$ cat config.mk
export PLATFORM = sky130hd
export DESIGN_NAME = spi_apb_arbiter
export DESIGN_NICKNAME = d
export VERILOG_FILES = /design/src/rtl/spi_apb_arbiter.sv
export SDC_FILE = /design/constraint.sdc
export NUM_CORES = 1
export LEC_CHECK = 0
export ABC_CLOCK_PERIOD_IN_PS = 1200
export BUFFER_PORTS_ARGS = -buffer_cell sky130_fd_sc_hd__buf_4
export CAP_MARGIN = 20
export CORE_AREA = 2 2 126 128
export CTS_BUF_LIST = sky130_fd_sc_hd__clkbuf_8
export CTS_CLUSTER_SIZE = 28
export DETAILED_ROUTE_END_ITERATION = 12
export DIE_AREA = 0 0 128 130
export MAX_ROUTING_LAYER = met4
export PLACE_DENSITY = 0.61
export RECOVER_POWER = 100
export SLEW_MARGIN = 25
export SYNTH_ARGS = -nofsm -noshare
export SYNTH_HDL_FRONTEND = slang
export SYNTH_SLANG_ARGS = --single-unit
$ cat constraint.sdc
create_clock -name clock -period 1.2 [get_ports clock]
set_clock_uncertainty 0.05 [all_clocks]
set_input_delay 0.06 -clock clock [delete_from_list [all_inputs] [get_ports clock]]
set_output_delay 0.06 -clock clock [all_outputs]
set_load 0.005 [all_outputs]
$ cat src/rtl/spi_apb_arbiter.sv
// spi_apb_arbiter: shares one downstream APB target (the SPI/XIP bridge) between two APB
// initiators: port 0 = instruction fetch, port 1 = load/store. One transfer is in flight at a
// time. The winner's address/control is latched in IDLE and replayed downstream as a fresh
// SETUP/ACCESS pair. The losing port sees pready=0 and so stalls in its access phase.
//
// Ports:
//   clock, reset                : clock, synchronous active-high reset
//   inN_paddr/psel/penable/     : upstream APB requests, N = 0,1
//   inN_pwrite/pprot/pwdata/pstrb
//   inN_pready/prdata/pslverr   : upstream responses, routed only to the granted port
//   out_paddr/pprot/psel/       : downstream APB request, driven from the latched copy
//   out_penable/pwrite/pwdata/pstrb
//   out_pready/prdata/pslverr   : downstream response
//
// Build option: define SPI_ARB_RR_EN for round-robin tie breaking. When it is undefined,
// port 0 wins every tie (fixed priority).
module spi_apb_arbiter #(
  parameter int unsigned ADDR_W = 32
) (
  input  logic              clock,
  input  logic              reset,
  input  logic [ADDR_W-1:0] in0_paddr,
  input  logic              in0_psel,
  input  logic              in0_penable,
  input  logic              in0_pwrite,
  input  logic [2:0]        in0_pprot,
  input  logic [31:0]       in0_pwdata,
  input  logic [3:0]        in0_pstrb,
  output logic              in0_pready,
  output logic [31:0]       in0_prdata,
  output logic              in0_pslverr,
  input  logic [ADDR_W-1:0] in1_paddr,
  input  logic              in1_psel,
  input  logic              in1_penable,
  input  logic              in1_pwrite,
  input  logic [2:0]        in1_pprot,
  input  logic [31:0]       in1_pwdata,
  input  logic [3:0]        in1_pstrb,
  output logic              in1_pready,
  output logic [31:0]       in1_prdata,
  output logic              in1_pslverr,
  output logic [ADDR_W-1:0] out_paddr,
  output logic [2:0]        out_pprot,
  output logic              out_psel,
  output logic              out_penable,
  output logic              out_pwrite,
  output logic [31:0]       out_pwdata,
  output logic [3:0]        out_pstrb,
  input  logic              out_pready,
  input  logic [31:0]       out_prdata,
  input  logic              out_pslverr
);

  typedef enum logic [1:0] {StIdle, StSetup, StAccess} state_e;

  state_e            state_q, state_d;
  logic              grant_q, grant_d;
  logic              last_grant_q, last_grant_d;
  logic [ADDR_W-1:0] paddr_q, paddr_d;
  logic [2:0]        pprot_q, pprot_d;
  logic              pwrite_q, pwrite_d;
  logic [31:0]       pwdata_q, pwdata_d;
  logic [3:0]        pstrb_q, pstrb_d;
  logic              win;
  logic              done;

  // penable is irrelevant to arbitration: psel alone marks a request.
  logic unused_penable;
  assign unused_penable = in0_penable ^ in1_penable;

  // Winner among current requesters; only meaningful when at least one psel is high.
`ifdef SPI_ARB_RR_EN
  assign win = (in0_psel && in1_psel) ? ~last_grant_q : in1_psel;
`else
  assign win = ~in0_psel;
  logic unused_last_grant;
  assign unused_last_grant = last_grant_q;
`endif

  always_ff @(posedge clock) begin
    if (reset) begin
      state_q      <= StIdle;
      grant_q      <= 1'b0;
      last_grant_q <= 1'b1;
      paddr_q      <= '0;
      pprot_q      <= '0;
      pwrite_q     <= 1'b0;
      pwdata_q     <= '0;
      pstrb_q      <= '0;
    end else begin
      state_q      <= state_d;
      grant_q      <= grant_d;
      last_grant_q <= last_grant_d;
      paddr_q      <= paddr_d;
      pprot_q      <= pprot_d;
      pwrite_q     <= pwrite_d;
      pwdata_q     <= pwdata_d;
      pstrb_q      <= pstrb_d;
    end
  end

  always_comb begin
    state_d      = state_q;
    grant_d      = grant_q;
    last_grant_d = last_grant_q;
    paddr_d      = paddr_q;
    pprot_d      = pprot_q;
    pwrite_d     = pwrite_q;
    pwdata_d     = pwdata_q;
    pstrb_d      = pstrb_q;
    unique case (state_q)
      StIdle: begin
        if (in0_psel || in1_psel) begin
          grant_d  = win;
          paddr_d  = win ? in1_paddr  : in0_paddr;
          pprot_d  = win ? in1_pprot  : in0_pprot;
          pwrite_d = win ? in1_pwrite : in0_pwrite;
          pwdata_d = win ? in1_pwdata : in0_pwdata;
          pstrb_d  = win ? in1_pstrb  : in0_pstrb;
          state_d  = StSetup;
        end
      end
      StSetup: state_d = StAccess;
      StAccess: begin
        if (out_pready) begin
          last_grant_d = grant_q;
          state_d      = StIdle;
        end
      end
      default: state_d = StIdle;
    endcase
  end

  always_comb begin
    done        = (state_q == StAccess) && out_pready;
    out_psel    = (state_q != StIdle);
    out_penable = (state_q == StAccess);
    out_paddr   = paddr_q;
    out_pprot   = pprot_q;
    out_pwrite  = pwrite_q;
    out_pwdata  = pwdata_q;
    out_pstrb   = pstrb_q;
    in0_pready  = done && !grant_q;
    in1_pready  = done && grant_q;
    in0_prdata  = in0_pready ? out_prdata : 32'h0;
    in1_prdata  = in1_pready ? out_prdata : 32'h0;
    in0_pslverr = in0_pready && out_pslverr;
    in1_pslverr = in1_pready && out_pslverr;
  end

endmodule
# Word level (Yosys, flattened, before mapping)
# Cells that the tools add are included.
[classes] addsub=0 n_mul=0 div=0 magnitude_cmp=0 eq_ne=4 shift=0 muxes=10 bitwise_logic=1 reduce_logical=11
[ops] op="32-bit two-way mux" n=4
[ops] op="2-bit case mux with 3 select lines" n=1
[ops] op="1-bit logical AND" n=5
[ops] op="2-bit two-way mux" n=2
[ops] op="4-bit two-way mux" n=1
[ops] op="2-bit AND reduction" n=2
[ops] op="3-bit two-way mux" n=1
[ops] op="2-bit by 1-bit equality test with 1-bit output (second input constant)" n=1
[ops] op="2-bit equality test (second input constant)" n=1
[ops] op="2-bit logical NOT" n=1
[ops] op="2-bit by 1-bit inequality test with 1-bit output (second input constant)" n=1
[ops] op="2-bit inequality test (second input constant)" n=1
[ops] op="2-bit nonzero test" n=1
[ops] op="1-bit logical NOT" n=1
[ops] op="1-bit logical OR" n=1
[ops] op="1-bit two-way mux" n=1
[ops] op="1-bit inverter" n=1
[word_totals] reg_bits=75 latchBits=0 ram_bits=0 mem_bits_ro=0 input_bits=184 out_inout_bits=142 elab_cells=33 mem_count=0

# Longest topological paths before layout
[logic_depth] word_depth=4 ltp_mapped=6 ltp_nobuf=3

# Least setup slack after synthesis
# Ideal clock, no wire load.
[synth_timing] path_type="reg-to-reg" start="register state_q[1]" end="register paddr_q[27] (netlist: out_paddr[27])" setup_ps=81 arrival_ps=1178 t_required_ps=1069 path_slack_ps=-109 path_stages_with_launch=6 path_buffers=2 period_less_slack_ps=1309 cell_sequence="dfxtp_1 nor2_2 buf_4 buf_1 a21oi_1 a211oi_2"
[synth_via] elab_chain_cells=2
[synth_lines] element="start, declared" line="56" source="state_e state_q, state_d;"
[synth_lines] element="start signal, assigned" line="82" source="state_q <= StIdle;"
[synth_lines] element="start signal, assigned" line="91" source="state_q <= state_d;"
[synth_lines] element="2-bit logical NOT" line="111" source="unique case (state_q)"
[synth_lines] element="2-bit AND reduction (no source line)"
[synth_lines] element="end signal, assigned" line="94" source="paddr_q <= paddr_d;"
[synth_lines] element="end, declared" line="59" source="logic [ADDR_W-1:0] paddr_q, paddr_d;"
# Every way passes these cells.
# A chain may end at the register's enable or synchronous reset.

# Worst setup path after layout
[layout_timing] start="register state_q[1]" end="output port in1_prdata[7]"
[layout_via] elab_chain_cells=4
[layout_lines] element="2-bit equality test"
[layout_lines] element="1-bit logical AND" line="135" source="done = (state_q == StAccess) && out_pready;"
[layout_lines] element="1-bit logical AND" line="144" source="in1_pready = done && grant_q;"
[layout_lines] element="32-bit two-way mux" line="146" source="in1_prdata = in1_pready ? out_prdata : 32'h0;"
[layout_lines] element="end, declared" line="40" source="output logic [31:0] in1_prdata,"
# Every way passes these cells.

==> results.yml <==
run_status:
  status: "finished, violations left"
  violations: "setup timing"
clock_tree:
  cts.sinks: 75
  htree_levels: 3
  clk-insertion-delay-late_ps: 360
  cts_tree: "yes"
  clk_pin_slew_worst_paths_ps: 80
  clock_path_buffers: 2
  cts_root_buf: "clkbuf_8"
  cts_buffers: 9
critical_path:
  regToRegStartpoint: "state_q[0]"
  critPathMaxFanout: 8
  critPathLaunchType: "flip-flop"
  rrSetupSlack_ps: -440
  cp-end-kind: "output pin"
  worst-r2r-cell-count: 9
  path_class: "reg -> out"
  critPathArrivalTime_ps: 1580
  reg2reg_to: "out_pwdata[27]"
  crit_required_ps: 1090
grt:
  grt_overflow: 0
  grt_max_degree: 45
  grt_pass1_wl_mm: 26.2
  antenna_found_initial: 0
  grtUsageTotal_pct: 21.2
  grt_pass1_vias: 4884
floorplanning:
  die-area_sq_um: 16600
  fp-row-count: 46
  die_width_microns: 128
  design.core.area_sq_um: 15400
  ios: 326
  start_util_pct: 27.4
  die_h_microns: 130
sta:
  grt_setup_unrepaired: "true"
  slew-limit-headroom_pct: 30.4
  finalSetupViolCount: 143
  tns_ps: -54660
  fmax_mhz: 591
  post-route-min-period_ps: 1690
  setup_ws_ps: -493
  drv_slew: 0
  finalCritPeriodShare_pct: 141
  worstMarginPinSlew_ps: 1040
  hold_viol: 0
route:
  firstDrtPassIters: 4
  finalWirelength_mm: 19.2
  first_iter_violations: 194
  via_count: 4825
  wire_per_inst_microns: 19.5
  ant_nets: 0
  drc: 0
  vias_per_cell: 4.91
hold_path:
  worstHoldStart: "in1_paddr[23]"
  holdPathEnd: "out_paddr[23]"
  min_delay_path_depth: 3
  hold_class: "in -> reg"
layout:
  drive_above_1_share_pct: 71.0
  nNetsFinal: 971
  num_antenna_cells: 0
  fin_util_pct: 56.5
  fillers: 1321
  area_growth_syn_to_layout_pct: 106
yosys:
  syn-instance-count: 417
  netlist_area_sq_um: 4230
  syn_area_per_cell_sq_um: 10.1
  yosys_warnings: 0
  syn_nets: 601
  synth-seq-area-share_pct: 35.5
  synth_seq_cells: 75
  synthDistinctLibCells: 19
placed_design:
  gp_congestion: 0.814
  portBuffers: 323
  dpl.hpwl_mm: 12.2
power:
  leakage_nw: 3.95
  ir_worst_vdd_uv: 482
  p_per_area_nw_per_um2: 978
run:
  maxCapViolCount: 0
Yosys cell counts:
master    instances  area, sq um
dfxtp_1          75         1500
a21oi_1          73          365
mux2i_1          73          731
a211oi_2         70          876
and2_1           66          413
clkbuf_1         18         67.6
buf_2            17         85.1
buf_6             8         90.1
a211oi_1          3         22.5
buf_1             3         11.3
nor2_1            2         7.51
nor2b_1           2         12.5
and2_4            1         8.76
and3_1            1         6.26
and3b_1           1         8.76
buf_4             1         7.51
inv_1             1         3.75
nor2_2            1         6.26
or2_1             1         6.26
cell type report:
type	instances	area (sq um)	share of cell area, %
multi-input cells	294	2950	33.9
inverters	1	3.75	0.0431
repair buffers	406	3840	44.1
clock buffers	11	151	1.74
flip-flops and latches	75	1510	17.3
clock inverters	3	16.3	0.187
well taps	192	240	2.76
critical path, stage by stage, from the launching register on:
cell	delay, ps
dfxtp_2	320
nor2b_4	120
and3_4	200
buf_12	130
clkbuf_16	150
and2_1	160
buf_4	130
worst max path at each step:
stage / start / endpoint / slack (ps) / cells after the start
floorplan: state_q[1] / out_pprot[0] / -110 / 5
global placement: state_q[1] / out_pwdata[8] / -120 / 5
detailed placement: state_q[1] / out_pwdata[8] / -170 / 5
CTS: state_q[0] / in1_prdata[3] / -500 / 5
global route: state_q[0] / in1_prdata[7] / -580 / 6
finish: state_q[1] / in1_prdata[7] / -490 / 6
registers in the layout, indices dropped and copies added (netlist names):
name and flops:
out_paddr 32, grant_q 1, out_pwrite 1, state_q 2
out_pprot 3, out_pstrb 4, out_pwdata 32
repair_timing:
action                                  CTS  global route
endpoints found under the setup margin  144           144
pin swaps                                34            70
setup buffers                            27            14
hold buffers                              6             0
gates resized for setup                  57           162
hold endpoints to repair                  4             0
cloned                                   19             5
metrics by stage:
step | cell area (sq um) | power (mW) | instances | hold WS (ps) | worst slack, ps
final | 8710 | 8.52 | 982 | 2.48 | -493
after global routing | 8710 | 8.93 | 982 | 8.78 | -584
after CTS | 8110 | 8.23 | 974 | 1.36 | -503
after detailed placement | 6970 | 5.55 | 910 | 350 | -169
after global placement | 6970 | 5.48 | 910 | 352 | -121
after floorplan | 4230 | 4.23 | 417 | 180 | -107
per-layer routing:
layer	routed length [microns]	track usage, %	part of all wire [%]
met5	0	-	0
met4	564	7.89	2.9
met3	1170	5.78	6.1
met2	10200	38.6	53
met1	7260	22.0	38
placed cells by master (no fill, tap or decap), types with 4 or more instances in the layout:
cell	n
buf_6	50
dfxtp_1	73
buf_16	16
clkbuf_4	53
clkbuf_8	11
clkbuf_1	19
buf_8	6
a21oi_4	23
and2_1	33
buf_4	234
mux2i_1	73
a21oi_2	31
a211oi_2	71
and2_4	34
clkbuf_16	4
a21oi_1	19
dlygate4sd3_1	6
buf_12	18
logic make-up after synthesis:
logic type / count (synthesis) / synth area share (%)
flip-flops: 75 / 35.5
buffers and inverters: 48 / 6.27
AND/OR/NAND/NOR: 75 / 11.1
multiplexers: 73 / 17.3
AO/OA/AOI/OAI: 146 / 29.9
power by group:
| group | internal, mW | switching [mW] |
|---|---|---|
| clock network | 0.830 | 0.946 |
| logic | 2.16 | 1.55 |
| registers | 2.80 | 0.245 |
| total | 5.78 | 2.74 |
No activity file was read; power rests on OpenSTA's default activity.
